## src/rtl/fw_ctrl.sv

```systemverilog
// Three-phase row-streaming controller: reads rows, feeds a pipelined kernel, buffers and writes
// back results. Define FW_CTRL_OVF_CHECK_EN to detect and drop results pushed into a full FIFO.
`timescale 1ns/1ps
`ifndef L
`define L 4
`endif
`ifndef WIDTH
`define WIDTH 8
`endif

module fw_ctrl #(
  parameter int unsigned AW    = 8,
  parameter int unsigned DEPTH = 8
) (
  input  logic                     clk,
  input  logic                     reset,
  input  logic                     start,
  input  logic [AW-1:0]            nrows,
  output logic                     busy,
  output logic                     done,
  output logic                     rd_en,
  output logic [AW-1:0]            rd_addr,
  input  logic [`L*`WIDTH-1:0]     rd_data,
  output logic [`L*`WIDTH-1:0]     k_inD,
  output logic                     k_in_valid,
  output logic [1:0]               k_phase,
  output logic                     k_enable,
  output logic                     k_inhibit,
  input  logic [`L*`WIDTH-1:0]     k_outD,
  input  logic                     k_out_valid,
  output logic                     wr_en,
  output logic [AW-1:0]            wr_addr,
  output logic [`L*`WIDTH-1:0]     wr_data,
  input  logic                     wr_ready,
  output logic                     ovf
);

  localparam int unsigned DW = `L*`WIDTH;
  localparam int unsigned PW = (DEPTH > 1) ? $clog2(DEPTH) : 1;
  localparam int unsigned CW = $clog2(DEPTH + 1);

  typedef enum logic [1:0] {StIdle, StIssue, StDrain, StFinish} state_e;

  state_e          state_q, state_d;
  logic [1:0]      phase_q, phase_d;
  logic [AW-1:0]   nrows_q, nrows_d;
  logic [AW-1:0]   rd_addr_q, rd_addr_d;
  logic [AW-1:0]   wr_addr_q, wr_addr_d;
  logic [CW-1:0]   outst_q, outst_d;
  logic            done_q, done_d;
  logic            rd_en_d1_q;
  logic            kin_valid_q;
  logic [DW-1:0]   kin_data_q;

  logic [DW-1:0]   mem_q [DEPTH];
  logic [PW-1:0]   wptr_q, rptr_q;
  logic [CW-1:0]   cnt_q;
  logic            push, pop;

  function automatic logic [PW-1:0] ptr_inc(input logic [PW-1:0] p);
    return (p == PW'(DEPTH - 1)) ? '0 : p + PW'(1);
  endfunction

  assign busy       = (state_q != StIdle);
  assign done       = done_q;
  assign rd_en      = (state_q == StIssue) && (outst_q < CW'(DEPTH));
  assign rd_addr    = rd_addr_q;
  assign k_inD      = kin_data_q;
  assign k_in_valid = kin_valid_q && ((state_q == StIssue) || (state_q == StDrain));
  assign k_phase    = phase_q;
  assign k_enable   = busy;
  assign k_inhibit  = (state_q == StDrain);
  assign wr_en      = (cnt_q != '0);
  assign wr_addr    = wr_addr_q;
  assign wr_data    = mem_q[rptr_q];
  assign pop        = wr_en && wr_ready;

`ifdef FW_CTRL_OVF_CHECK_EN
  logic ovf_q;
  logic full;
  assign full = (cnt_q == CW'(DEPTH));
  assign push = k_out_valid && !full;
  assign ovf  = ovf_q;

  always_ff @(posedge clk) begin
    if (reset) begin
      ovf_q <= 1'b0;
    end else if (k_out_valid && full) begin
      ovf_q <= 1'b1;
    end
  end
`else
  assign push = k_out_valid;
  assign ovf  = 1'b0;
`endif

  always_comb begin
    state_d   = state_q;
    phase_d   = phase_q;
    nrows_d   = nrows_q;
    rd_addr_d = rd_addr_q;
    wr_addr_d = pop ? wr_addr_q + AW'(1) : wr_addr_q;
    done_d    = 1'b0;
    unique case (state_q)
      StIdle: begin
        if (start) begin
          nrows_d   = nrows;
          phase_d   = 2'd0;
          rd_addr_d = '0;
          wr_addr_d = '0;
          state_d   = (nrows == '0) ? StFinish : StIssue;
        end
      end
      StIssue: begin
        if (rd_en) begin
          rd_addr_d = rd_addr_q + AW'(1);
          if (rd_addr_q == nrows_q - AW'(1)) state_d = StDrain;
        end
      end
      StDrain: begin
        // Every row of the phase has been written back once wr_addr reaches nrows.
        if (wr_addr_q == nrows_q) begin
          rd_addr_d = '0;
          wr_addr_d = '0;
          if (phase_q == 2'd2) begin
            state_d = StFinish;
          end else begin
            phase_d = phase_q + 2'd1;
            state_d = StIssue;
          end
        end
      end
      StFinish: begin
        done_d  = 1'b1;
        phase_d = 2'd0;
        state_d = StIdle;
      end
      default: state_d = StIdle;
    endcase
  end

  always_comb begin
    outst_d = outst_q;
    if (rd_en && !pop) outst_d = outst_q + CW'(1);
    else if (!rd_en && pop) outst_d = outst_q - CW'(1);
  end

  always_ff @(posedge clk) begin
    if (reset) begin
      state_q     <= StIdle;
      phase_q     <= 2'd0;
      nrows_q     <= '0;
      rd_addr_q   <= '0;
      wr_addr_q   <= '0;
      outst_q     <= '0;
      done_q      <= 1'b0;
      rd_en_d1_q  <= 1'b0;
      kin_valid_q <= 1'b0;
      kin_data_q  <= '0;
      wptr_q      <= '0;
      rptr_q      <= '0;
      cnt_q       <= '0;
    end else begin
      state_q     <= state_d;
      phase_q     <= phase_d;
      nrows_q     <= nrows_d;
      rd_addr_q   <= rd_addr_d;
      wr_addr_q   <= wr_addr_d;
      outst_q     <= outst_d;
      done_q      <= done_d;
      rd_en_d1_q  <= rd_en;
      kin_valid_q <= rd_en_d1_q;
      if (rd_en_d1_q) kin_data_q <= rd_data;
      if (push) wptr_q <= ptr_inc(wptr_q);
      if (pop) rptr_q <= ptr_inc(rptr_q);
      if (push && !pop) cnt_q <= cnt_q + CW'(1);
      else if (!push && pop) cnt_q <= cnt_q - CW'(1);
    end
  end

  always_ff @(posedge clk) begin
    if (push) mem_q[wptr_q] <= k_outD;
  end

endmodule
```

## config.mk

```make
export PLATFORM = sky130hd
export DESIGN_NAME = fw_ctrl
export DESIGN_NICKNAME = d
export VERILOG_FILES = /design/src/rtl/fw_ctrl.sv
export SDC_FILE = /design/constraint.sdc
export NUM_CORES = 1
export LEC_CHECK = 0
export BUFFER_PORTS_ARGS = -buffer_cell sky130_fd_sc_hd__buf_2
export CAP_MARGIN = 20
export CORE_MARGIN = 2
export CORE_UTILIZATION = 28
export DETAILED_ROUTE_END_ITERATION = 12
export HOLD_SLACK_MARGIN = 0.03
export PLACE_DENSITY = 0.52
export SETUP_SLACK_MARGIN = 0.02
export SLEW_MARGIN = 20
export SYNTH_ARGS = -nofsm -noshare
export SYNTH_HDL_FRONTEND = slang
export SYNTH_SLANG_ARGS = --single-unit
```

## constraint.sdc

```tcl
create_clock -name clk -period 4.79 [get_ports clk]
set_clock_uncertainty 0.15 [all_clocks]
set_input_delay 0.479 -clock clk [delete_from_list [all_inputs] [get_ports clk]]
set_output_delay 0.479 -clock clk [all_outputs]
set_load 0.05 [all_outputs]
```

======== Word level (Yosys, flattened, before mapping) ========
Memories as Yosys holds them, arrays and structs flattened. A register that Yosys moved wholly into a read port is not among the register bits.
Index checks and enable logic that the tools add are counted.
storage, ports and cells
  memories kept ........................... 1
  logic and storage cells ................. 91
  bits in writable memories ............... 256
  bits of input ports ..................... 77
  register bits ........................... 77
  output and inout port bits .............. 90
memory list
  name   words  width  rd ports  clocked after Yosys merged registers in  write ports  RTL line  RTL
  mem_q  8      32     1         1                                        1            55        logic [DW-1:0] mem_q [DEPTH];
cells by class
  equality and inequality tests ........... 13
  mux-type cells .......................... 30
  magnitude comparators ................... 1
  reduce and logical (&&, ||, !) cells .... 23
  $add $sub $neg .......................... 10
operators by type and width
  operator                                                count
  two-way mux 8 bit                                       6
  one-hot mux 8 bit (3 select lines)                      1
  two-way mux 2 bit                                       9
  adder 8 x 1 -> 8 bit (second input constant)            2
  == test 8 bit                                           2
  two-way mux 4 bit                                       4
  one-hot mux 8 bit (2 select lines)                      1
  two-way mux 3 bit                                       4
  AND reduction 4 bit                                     3
  adder 4 x 1 -> 4 bit (second input constant)            2
  logical NOT 8 bit                                       1
  one-hot mux 2 bit (4 select lines)                      1
  subtractor 4 x 1 -> 4 bit (second input constant)       2
  subtractor 8 x 1 -> 8 bit (second input constant)       1
  logical AND 1 bit                                       7
  adder 3 x 1 -> 3 bit (second input constant)            2
  == test 2 bit (second input constant)                   3
  == test 3 bit (second input constant)                   2
  inequality test 2 bit (second input constant)           3
  one-hot mux 2 bit (3 select lines)                      1
  nonzero test 2 bit                                      3
  nonzero test 3 bit                                      2
  < comparator 4 bit (second input constant)              1
  inequality test 2 x 1 -> 1 bit (second input constant)  2
  other kinds (8)                                         12

======== Depth between registers and ports, before layout ========
Gate-level depths: netlist of run 1.
  word-level depth ........................ 6
  mapped depth ............................ 11
  mapped depth without buffers ............ 11

======== Worst setup path after synthesis of run 1 ========
No wires, ideal clock.
  path type ............................... input-to-reg
  from .................................... in k_out_valid
  to ...................................... mem mem_q[0][0] (netlist bit), enable pin
  setup time .............................. 0.461 ns
  cell stages on the path ................. 3
  slack ................................... 1.135 ns
  path buffers ............................ 1
  arrival ................................. 3.044 ns
  required time ........................... 4.179 ns
  path through ............................ clkbuf_1 nand2b_1 nor3_1
on the way
  cells in the longest elaborated chain, start to end .. 2
RTL lines
  what                                     RTL line  RTL
  start: declaration                       30        input logic k_out_valid,
  two-way mux 1 bit                        182       if (push) mem_q[wptr_q] <= k_outD;
  two-way mux 1 bit (implied by the code)  182
  end: declaration                         55
No other way between the ends.

==> results of run 1 <==
## placed cells by master (no fill, tap or decap), drive strengths merged, types with 3 or more instances in the layout
cell type / instances
edfxtp: 256
buf: 179
dfxtp: 80
nor2: 70
dlygate4sd3: 68
mux4: 64
clkbuf: 49
mux2i: 38
mux2: 33
nand2: 28
a21oi: 26
xnor2: 20
ha: 19
inv: 14
clkinv: 14
xor2: 12
nand3: 11
nand4: 10
o21ai: 7
nor3: 7
nand2b: 6
or3: 5
nor4: 5
and2: 3
or4: 3
and3: 3
o211a: 3
or2: 3
## critical path: stages (launching register included)
cell	delay (ns)
dfxtp_4	0.85
buf_12	0.34
mux4_2	0.54
mux2_2	0.29
buf_2	0.21
## per-stage QoR
stage               utilization  worst slack, ns  total power, mW  cell area (µm²)  cells
global placement          0.315             1.83             5.60            15000   1541
detailed placement        0.315             1.81             5.63            15000   1541
finish                    0.355             1.35             8.36            16900   1678
floorplan                     -             1.13             5.14            13400    786
global route              0.355             1.12             8.77            16900   1677
CTS                       0.355             1.19             8.51            16900   1677
## cell families after synthesis
| logic type | Yosys count |
|---|---|
| DFF | 336 |
| and+or+nand+nor | 161 |
| muxes | 135 |
| buffers and inverters | 51 |
| AOI/OAI and AO/OA | 49 |
| xor gates and xnor gates | 32 |
| adders and majority gates | 21 |
| other | 1 |
## power breakdown
part           switching, mW  total [mW]  internal [mW]
sequential             0.227        3.52           3.29
combinational           1.23        2.07          0.832
clock                   1.17        2.78           1.61
## flip-flops by register name (all words and copies together) (netlist names), 3 cells and up, named ones only
signal / count
cnt_q: 4
k_inD: 32
mem_q: 256
nrows_q: 8
outst_q: 4
rd_addr: 8
rptr_q: 3
wptr_q: 3
wr_addr: 8
## worst max-delay path by stage
stage                       end  slack, ns  depth (start not counted)
finish              wr_data[22]       1.35                          4
global route        wr_data[27]       1.12                          4
CTS                 wr_data[23]       1.19                          4
detailed placement  wr_data[25]       1.81                          4
global placement    wr_data[25]       1.83                          4
floorplan           mem_q[0][0]       1.13                          3
## per-layer routing
| metal | part of all wire | vias to the layer above | global-route usage |
|---|---|---|---|
| met2 | 0.49 | 187 | 0.205 |
| met5 | 0.00080 | - | 0 |
| met1 | 0.43 | 3805 | 0.149 |
| li1 | - | 3548 | - |
| met4 | 0.025 | 4 | 0.0442 |
| met3 | 0.055 | 50 | 0.0309 |
## final cells by class
class | count | area (µm²) | share of cell area
flip-flops and latches | 336 | 9300 | 0.551
multi-input cells | 399 | 3920 | 0.232
repair buffers | 247 | 1640 | 0.0970
clock buffers | 49 | 1040 | 0.0618
well taps | 615 | 769 | 0.0456
clock inverters | 19 | 159 | 0.00942
inverters | 12 | 45.0 | 0.00267
diodes | 1 | 2.50 | 0.000148
## timing repair
action / in CTS / in global routing
setup endpoints to repair: 0 / 0
resized for setup: 0 / 0
endpoints found under the hold margin: 238 / 0
hold buffers: 68 / 0
==> metrics.md, run 1 <==
| Metric | Value |
|---|---|
| Post-synthesis simple-gate area fraction | 0.0583 |
| Most common cell in the synthesized netlist | edfxtp_1 |
| Peak supply drop | 0.000280 V |
| Vias in the first global route | roughly 7,900 |
| Hold Crit Start | k_outD[4] |
| Initial antenna violation count | 3 |
| Initial DRC Count | 327 |
| Crit end category | output port |
| Clock sink count | 336 |
| Post-Route Setup TNS | 0 ns |
| Fmax | approximately 290 MHz |
| Global-route wire length before repair | 45,800 µm |
| Reg clk slew, reported paths | 0.06 ns |
| Synth area leader | edfxtp_1 |
| Crit path arrival time | 2.81 ns |
| Die X | about 220 µm |
| Grt ovf | 0 |
| CP Max Fanout | 36 |
| Final WL | 30,000 µm |
| R2R Path Start | cnt_q[0] |
| Area contributors post-synth | edfxtp_1 57%, dfxtp_1 12%, mux4_2 11% |
| Synth top area share | 0.573 |
| Power per cell area | 496 nW/µm² |
| Final Hold Viols | 0 |
| Clk root buf | clkbuf_16 |
| Path depth of the worst reg2reg path | 10 |
| Dpl hpwl | 17,800 µm |
| Clk buf depth | 3 |
| Die ar. | around 50,000 µm² |
| Clock latency on the worst-skew pair | 0.55 ns |
| Largest family of logic cells by synthesized area | multiplexers |
| Tot GR Track Use | 0.121 |
| GP Congestion | 0.736 |
| IO Pins | about 170 |
| Row count | 80 |
| Final worst path period share | 0.718 |
| Antenna Nets Post-Route | 0 |
| Layout Area Growth over Synthesis | 25.8% |
| Via Count | 7,594 |
| Status | finished clean |
| Starting density of the core | 0.282 |
| Post-synth cell types | between 50 and 60 |
| Max-cap violations | 0 |
| Vias per inst | 4.53 |
| WL/cell | 17.9 µm |
| Post-CTS Setup Bufs | 0 |
| Post-synthesis compound-gate area fraction | 0.0245 |
| H-Tree Depth | 2 |
| Crit start category | flip-flop |
| Worst hold slack | 0.0680 ns |
| Syn Nets | 884 |
| Leak pwr | 5.91 nW |
| Post-synth top cells | 256 x edfxtp_1, 80 x dfxtp_1, 70 x nor2_1 |
| EDFF count, synth | 256 |
| # setup viols final | 0 |
| Num CTS Buffers | 39 |
| Syn avg cell area | 17.1 µm² |
| Fin nets | 1,133 |
| Register area share after synthesis | 0.693 |
| Async SR Flop Fraction | 0 |
| Core area | 47,500 µm² |
| Primary FF master, synth | edfxtp_1 |
| Detailed Routing Iterations Pass 1 | 6 |
| Adder-Cell Fraction of Synth Area | 0.0207 |
| Reg-to-reg endpoint | outst_q[3] |
| Fill cells | 4,515 |
| Flip-flop and latch count after synthesis | 336 |
| DRC | 0 |
| Worst hold path depth | 1 |
| Slew headroom | 0.297 |
| Worst hold endpoint | mem_q[2][4] |
| Port Buffers | 165 |
| Hold Crit Class | primary input to flip-flop |
| Fin crit period | approximately 3.4 ns |
| Worst-Margin Slew | 1.05 ns |
| Mux contribution to synthesized area | 0.164 |
| RSZ-0062 raised after global routing | no |
| Worst R2R Setup Slack | between 1.5 and 2 ns |
| CP required | 4.16 ns |
| Post-Synth XOR/XNOR Area | 0.0209 |
| Largest net degree at the start of global routing | 37 |
| Fin. max-slew vios | 0 |
| Syn. warnings | 0 |
| Critical path type | flip-flop to output port |
| Syn Inst Count | between 700 and 800 |
| Layout cell share with drive strength beyond 1 | 0.332 |
| CTS tree | yes |
| Mapped Area | 13,400 µm² |
| Die Ht | 223 µm |
No activity file was read; power rests on OpenSTA's default activity.
==> run 2: changes to the inputs <==
- clock period: 4.79 -> 3.5 ns (I/O delays scaled with it)
==> metrics.md, run 2 (synthesis results as in run 1) <==
| Metric | Value |
|---|---|
| Antenna Nets Post-Route | 0 (unchanged) |
| Starting density of the core | 0.282 (unchanged) |
| Number of flip-flops in the largest register | 256 (unchanged) |
| Peak supply drop | 0.000351 V (was 0.000280 V) |
| Final Hold Viols | 0 (unchanged) |
| Initial antenna violation count | 2 (was 3) |
| Port Buffers | 165 (unchanged) |
| RSZ-0062 raised after global routing | no (unchanged) |
| Row count | 80 (unchanged) |
| Initial DRC Count | 301 (was 327) |
| Layout cell share with drive strength beyond 1 | 0.331 (was 0.332) |
| Crit path arrival time | 2.52 ns (was 2.81 ns) |
| Via Count | 7,593 (was 7,594) |
| Layout Area Growth over Synthesis | 27.3% (was 25.8%) |
| Die Ht | 223 µm (unchanged) |
| WL/cell | 17.9 µm (about the same) |
| Pre-CTS WS | 0.698 ns (was 1.81 ns) |
| Dpl cell area | 15,100 µm² (was 15,000 µm²) |
| Vias per inst | 4.47 (was 4.53) |
| Reg clk slew, reported paths | 0.06 ns (about the same) |
| Detailed Routing Iterations Pass 1 | 4 (was 6) |
| Core area | 47,500 µm² (unchanged) |
| Grt ovf | 0 (unchanged) |
| Final Core Density | 0.359 (was 0.355) |
| Register name with the most flops | mem_q (unchanged) |
| H-Tree Depth | 2 (unchanged) |
| Hold Crit Class | primary input to flip-flop (unchanged) |
| Fmax | 331 MHz |
| Tot GR Track Use | 0.124 (was 0.121) |
| Crit end category | output port (unchanged) |
| Vias in the first global route | 8,073 (was 7,908) |
| Max-cap violations | 0 (unchanged) |
| IO Pins | 167 (unchanged) |
| Global-route wire length before repair | 47,000 µm (was 45,800 µm) |
| DRC | 0 (unchanged) |
| Clock sink count | 336 (unchanged) |
| # setup viols final | 0 (unchanged) |
| Final WL | 30,300 µm (was 30,000 µm) |
| Critical path type | flip-flop to output port (unchanged) |
| Worst setup margin | 0.483 ns (was 1.35 ns) |
| Clock latency on the worst-skew pair | 0.54 ns (was 0.55 ns) |
| Num CTS Buffers | 39 (unchanged) |
| CP Max Fanout | 34 (was 36) |
| Area of all placed cells without fillers | 17,100 µm² (was 16,900 µm²) |
| Largest net degree at the start of global routing | 35 (was 37) |
| Fin. max-slew vios | 0 (unchanged) |
| Slew headroom | 0.340 (was 0.297) |
| Post-Route Setup TNS | 0 ns (unchanged) |
| Leak pwr | 5.99 nW (was 5.91 nW) |
| Die ar. | 49,700 µm² (unchanged) |
| Path depth of the worst reg2reg path | 10 (unchanged) |
| Worst-Margin Slew | 0.989 ns (was 1.05 ns) |
| Most frequent cells in the layout | 256 x edfxtp_1, 165 x buf_2, 82 x dlygate4sd3_1 (was 256 x edfxtp_1, 165 x buf_2, 76 x dfxtp_1) |
| Fin crit period | 3.02 ns |
| Dpl hpwl | 17,300 µm (was 17,800 µm) |
| Clk buf depth | 3 (unchanged) |
| Commonest non-fill, non-tap cell in the layout | edfxtp_1 (unchanged) |
| Clk root buf | clkbuf_16 (unchanged) |
| CTS tree | yes (unchanged) |
| CP required | 3.00 ns (was 4.16 ns) |
| Crit start category | flip-flop (unchanged) |
| Worst hold path depth | 4 (was 1) |
| Worst R2R Setup Slack | 0.69 ns (was 1.90 ns) |
| Fin nets | 1,152 (was 1,133) |
| Status | finished clean (unchanged) |
| GP Congestion | 0.738 (was 0.736) |
| Final worst path period share | 0.862 |
| Die X | 223 µm (unchanged) |
| Power per cell area | 674 nW/µm² (was 496 nW/µm²) |
-- run 2: cell type report --
class	count	area, µm²
inverters	12	45.0
clock inverters	20	158
diodes	1	2.50
repair buffers	266	1830
fillers	4485	30500
multi-input cells	399	3930
clock buffers	50	1040
flip-flops and latches	336	9300
well taps	615	769
-- run 2: routing by layer --
layer	vias to the layer above	global-route usage	wire [µm]	part of all wire
met4	2	0.0344	629	0.021
li1	3570	-	-	-
met3	50	0.0354	1600	0.053
met2	186	0.209	14600	0.48
met1	3785	0.156	13500	0.44
met5	-	0	16	0.00053
-- run 2: final timing paths --
path	start	to
worst max-delay path	flip-flop	wr_data[29]
worst min register to register	rptr_q[2]	flip-flop
worst min-delay path	wr_ready	wr_addr[1]
worst max register to register	cnt_q[0]	cnt_q[3]
-- run 2: critical path: stages (launching register included) --
cell and delay, ns:
dfxtp_4 0.55, buf_12 0.34, mux4_2 0.54, mux2_2 0.28
buf_2 0.21
-- run 2: what timing repair did --
action                    in CTS  in global routing
hold buffers                  82                  0
gates resized for setup        0                  0
hold endpoints to repair     299                  0
buffers inserted               0                  0
-- run 2: per-stage QoR --
stage               std cells  power, mW  hold slack (ns)
floorplan                 786       7.04            0.299
global placement         1546       7.70            0.318
detailed placement       1546       7.73            0.325
CTS                      1698       11.7            0.146
global route             1699       12.1            0.199
finish                   1699       11.5            0.194
-- run 2: power by group --
group / total (mW) / switching [mW] / internal, mW
clock network: 3.82 / 1.57 / 2.25
logic: 2.93 / 1.75 / 1.18
registers: 4.75 / 0.252 / 4.50
==> run 3: changes to the inputs <==
==> constraint.sdc (replaced) <==
create_clock -name clk -period 3.5 [get_ports clk]
set_clock_uncertainty 0.15 [all_clocks]
set_input_delay 0.175 -clock clk [delete_from_list [all_inputs] [get_ports clk]]
set_output_delay 0.175 -clock clk [all_outputs]
set_load 0.05 [all_outputs]
==> metrics.md, run 3 (synthesis results as in run 1) <==
| Metric | Value |
|---|---|
| Register name with the most flops | mem_q (unchanged) |
| Grt ovf | 0 (unchanged) |
| Die ar. | 49,700 µm² (unchanged) |
| Worst hold endpoint | k_inD[29] (was wr_addr[1]) |
| Path depth of the worst reg2reg path | 10 (unchanged) |
| Worst R2R Setup Slack | 0.66 ns (was 0.69 ns) |
| Slew headroom | 0.357 (was 0.340) |
| Reg area | 9300 µm² (unchanged) |
| CP required | 3.81 ns (was 3.00 ns) |
| Final Hold Viols | 0 (unchanged) |
| Reg clk slew, reported paths | 0.05 ns (was 0.06 ns) |
| DRC | 0 (unchanged) |
| Core area | 47,500 µm² (unchanged) |
| Post-CTS Setup Bufs | 0 (unchanged) |
| Fin. max-slew vios | 0 (unchanged) |
| CP Cell Sequence | o41a_1 -> inv_1 -> ha_1 -> inv_1 -> ha_1 -> a21o_1 -> a21oi_1 -> xnor2_1 -> or3_1 -> a21oi_1 (was buf_12 -> mux4_2 -> mux2_2 -> buf_2) |
| Die Ht | 223 µm (unchanged) |
| Clk root buf | clkbuf_16 (unchanged) |
| Leak pwr | 6.04 nW (was 5.99 nW) |
| Worst-Margin Slew | 0.965 ns (was 0.989 ns) |
| Peak supply drop | 0.000323 V (was 0.000351 V) |
| Reg-to-reg endpoint | cnt_q[3] (unchanged) |
| Fmax | 352 MHz (was 331 MHz) |
| Cts-stage hold buffer count | 82 (unchanged) |
| Fill cells | 4,471 (was 4,485) |
| Hold Crit Start | reset (was wr_ready) |
| Vias per inst | 4.52 (was 4.47) |
| Clk buf depth | 3 (unchanged) |
| CP max-delay cell | o41a_1 (was dfxtp_4) |
| Area occupied by multi-input gates | 3920 µm² (was 3930 µm²) |
| Crit path arrival time | 3.15 ns (was 2.52 ns) |
| Vias in the first global route | 8,130 (was 8,073) |
| Post-CTS sizing | 0 (unchanged) |
| Final Core Density | 0.362 (was 0.359) |
| Antenna Nets Post-Route | 0 (unchanged) |
| Commonest non-fill, non-tap cell in the layout | edfxtp_1 (unchanged) |
| Layout cell share with drive strength beyond 1 | 0.332 (was 0.331) |
| Largest stage delay on the critical path | 0.55 ns (about the same) |
| Clock sink count | 336 (unchanged) |
| Largest net degree at the start of global routing | 65 (was 35) |
| Via Count | 7,686 (was 7,593) |
| Most frequent cells in the layout | 256 x edfxtp_1, 165 x buf_2, 82 x dlygate4sd3_1 (unchanged) |
| RSZ-0062 raised after global routing | no (unchanged) |
| R2R Path Start | cnt_q[0] (unchanged) |
| Final worst path period share | 0.812 (was 0.862) |
| Crit start category | flip-flop (unchanged) |
| Port Buffers | 165 (unchanged) |
| Crit end category | flip-flop (was output port) |
| Row count | 80 (unchanged) |
| # setup viols final | 0 (unchanged) |
| Initial DRC Count | 308 (was 301) |
| WL/cell | 18.0 µm (was 17.9 µm) |
| Fin nets | 1,149 (was 1,152) |
| Layout Area Growth over Synthesis | 28.4% (was 27.3%) |
| CP Max Fanout | 8 (was 34) |
| Die X | 223 µm (unchanged) |
| Global-route wire length before repair | 47,100 µm (was 47,000 µm) |
| Dpl hpwl | 17,800 µm (was 17,300 µm) |
| Worst hold path depth | 2 (was 4) |
| Tot GR Track Use | 0.125 (was 0.124) |
| Power per cell area | 689 nW/µm² (was 674 nW/µm²) |
| Status | finished clean (unchanged) |
| Num CTS Buffers | 40 (was 39) |
| Critical path type | flip-flop to flip-flop (was flip-flop to output port) |
| IO Pins | 167 (unchanged) |
| Clock latency on the worst-skew pair | 0.54 ns (about the same) |
| Number of flip-flops in the largest register | 256 (unchanged) |
| CTS tree | yes (unchanged) |
| Hold Crit Class | primary input to flip-flop (unchanged) |
| Fin crit period | 2.84 ns (was 3.02 ns) |
| Initial antenna violation count | 2 (unchanged) |
| GP Congestion | 0.750 (was 0.738) |
| Starting density of the core | 0.282 (unchanged) |
| H-Tree Depth | 2 (unchanged) |
| Max-cap violations | 0 (unchanged) |
| Final WL | 30,600 µm (was 30,300 µm) |
| Post-Route Setup TNS | 0 ns (unchanged) |
| Detailed Routing Iterations Pass 1 | 6 (was 4) |
-- run 3: cell count changes in the layout (fill, tap and decap cells not counted), moves of 2 or more --
cell / delta
diode_2: +2
nor3_2: +2
clkbuf_1: -2
clkbuf_16: +2
buf_4: -8
nor3_4: -2
buf_12: +4
bufinv_16: +3
-- run 3: layout make-up --
| class | count | share of cell area |
|---|---|---|
| antenna | 3 | 0.000436 |
| clock inverter | 24 | 0.0152 |
| clock buffer | 49 | 0.0625 |
| sequential | 336 | 0.540 |
| timing repair buffer | 262 | 0.107 |
| multi-input combinational | 399 | 0.228 |
| tap | 615 | 0.0447 |
| inverter | 12 | 0.00262 |
-- run 3: routing by layer --
metal / GRT usage / share of wire
met3: 0.0304 / 0.053
met2: 0.214 / 0.49
met5: 0 / 0
met4: 0.0478 / 0.027
met1: 0.151 / 0.43
-- run 3: metrics by stage --
stage	cell area [µm²]	setup WS [ns]	hold WS [ns]	power [mW]	cells
2_1_floorplan	13400	0.149	0.124	7.04	786
3_3_place_gp	15100	0.680	0.258	7.69	1542
3_5_place_dp	15100	0.654	0.271	7.72	1542
4_1_cts	17200	0.603	0.0813	12.1	1697
5_1_grt	17200	0.467	0.123	12.4	1699
6_report	17200	0.656	0.0838	11.9	1700
-- run 3: report_power, final --
| part | switching, mW | internal [mW] | total, mW |
|---|---|---|---|
| Clock | 1.64 | 2.56 | 4.20 |
| Sequential | 0.210 | 4.50 | 4.71 |
| Combinational | 1.79 | 1.17 | 2.96 |
-- run 3: critical path, delay by kind of cell, from the launching register on --
kind | cells | cell delay (ns)
AO/OA/AOI/OAI | 4 | 1.05
XOR/XNOR | 1 | 0.09
adder cells (fa/ha/maj) | 2 | 0.50
buffers and inverters | 2 | 0.32
flip-flops | 1 | 0.36
AND/OR/NAND/NOR | 1 | 0.30
-- run 3: worst max path at each step --
stage | start | end | slack (ns) | depth (start not counted)
floorplan | k_out_valid | mem_q[0][0] | 0.15 | 3
global placement | cnt_q[0] | outst_q[3] | 0.68 | 10
detailed placement | cnt_q[0] | cnt_q[3] | 0.65 | 10
CTS | flip-flop | wr_data[19] | 0.60 | 4
global route | cnt_q[0] | outst_q[3] | 0.47 | 10
finish | cnt_q[0] | cnt_q[3] | 0.66 | 10
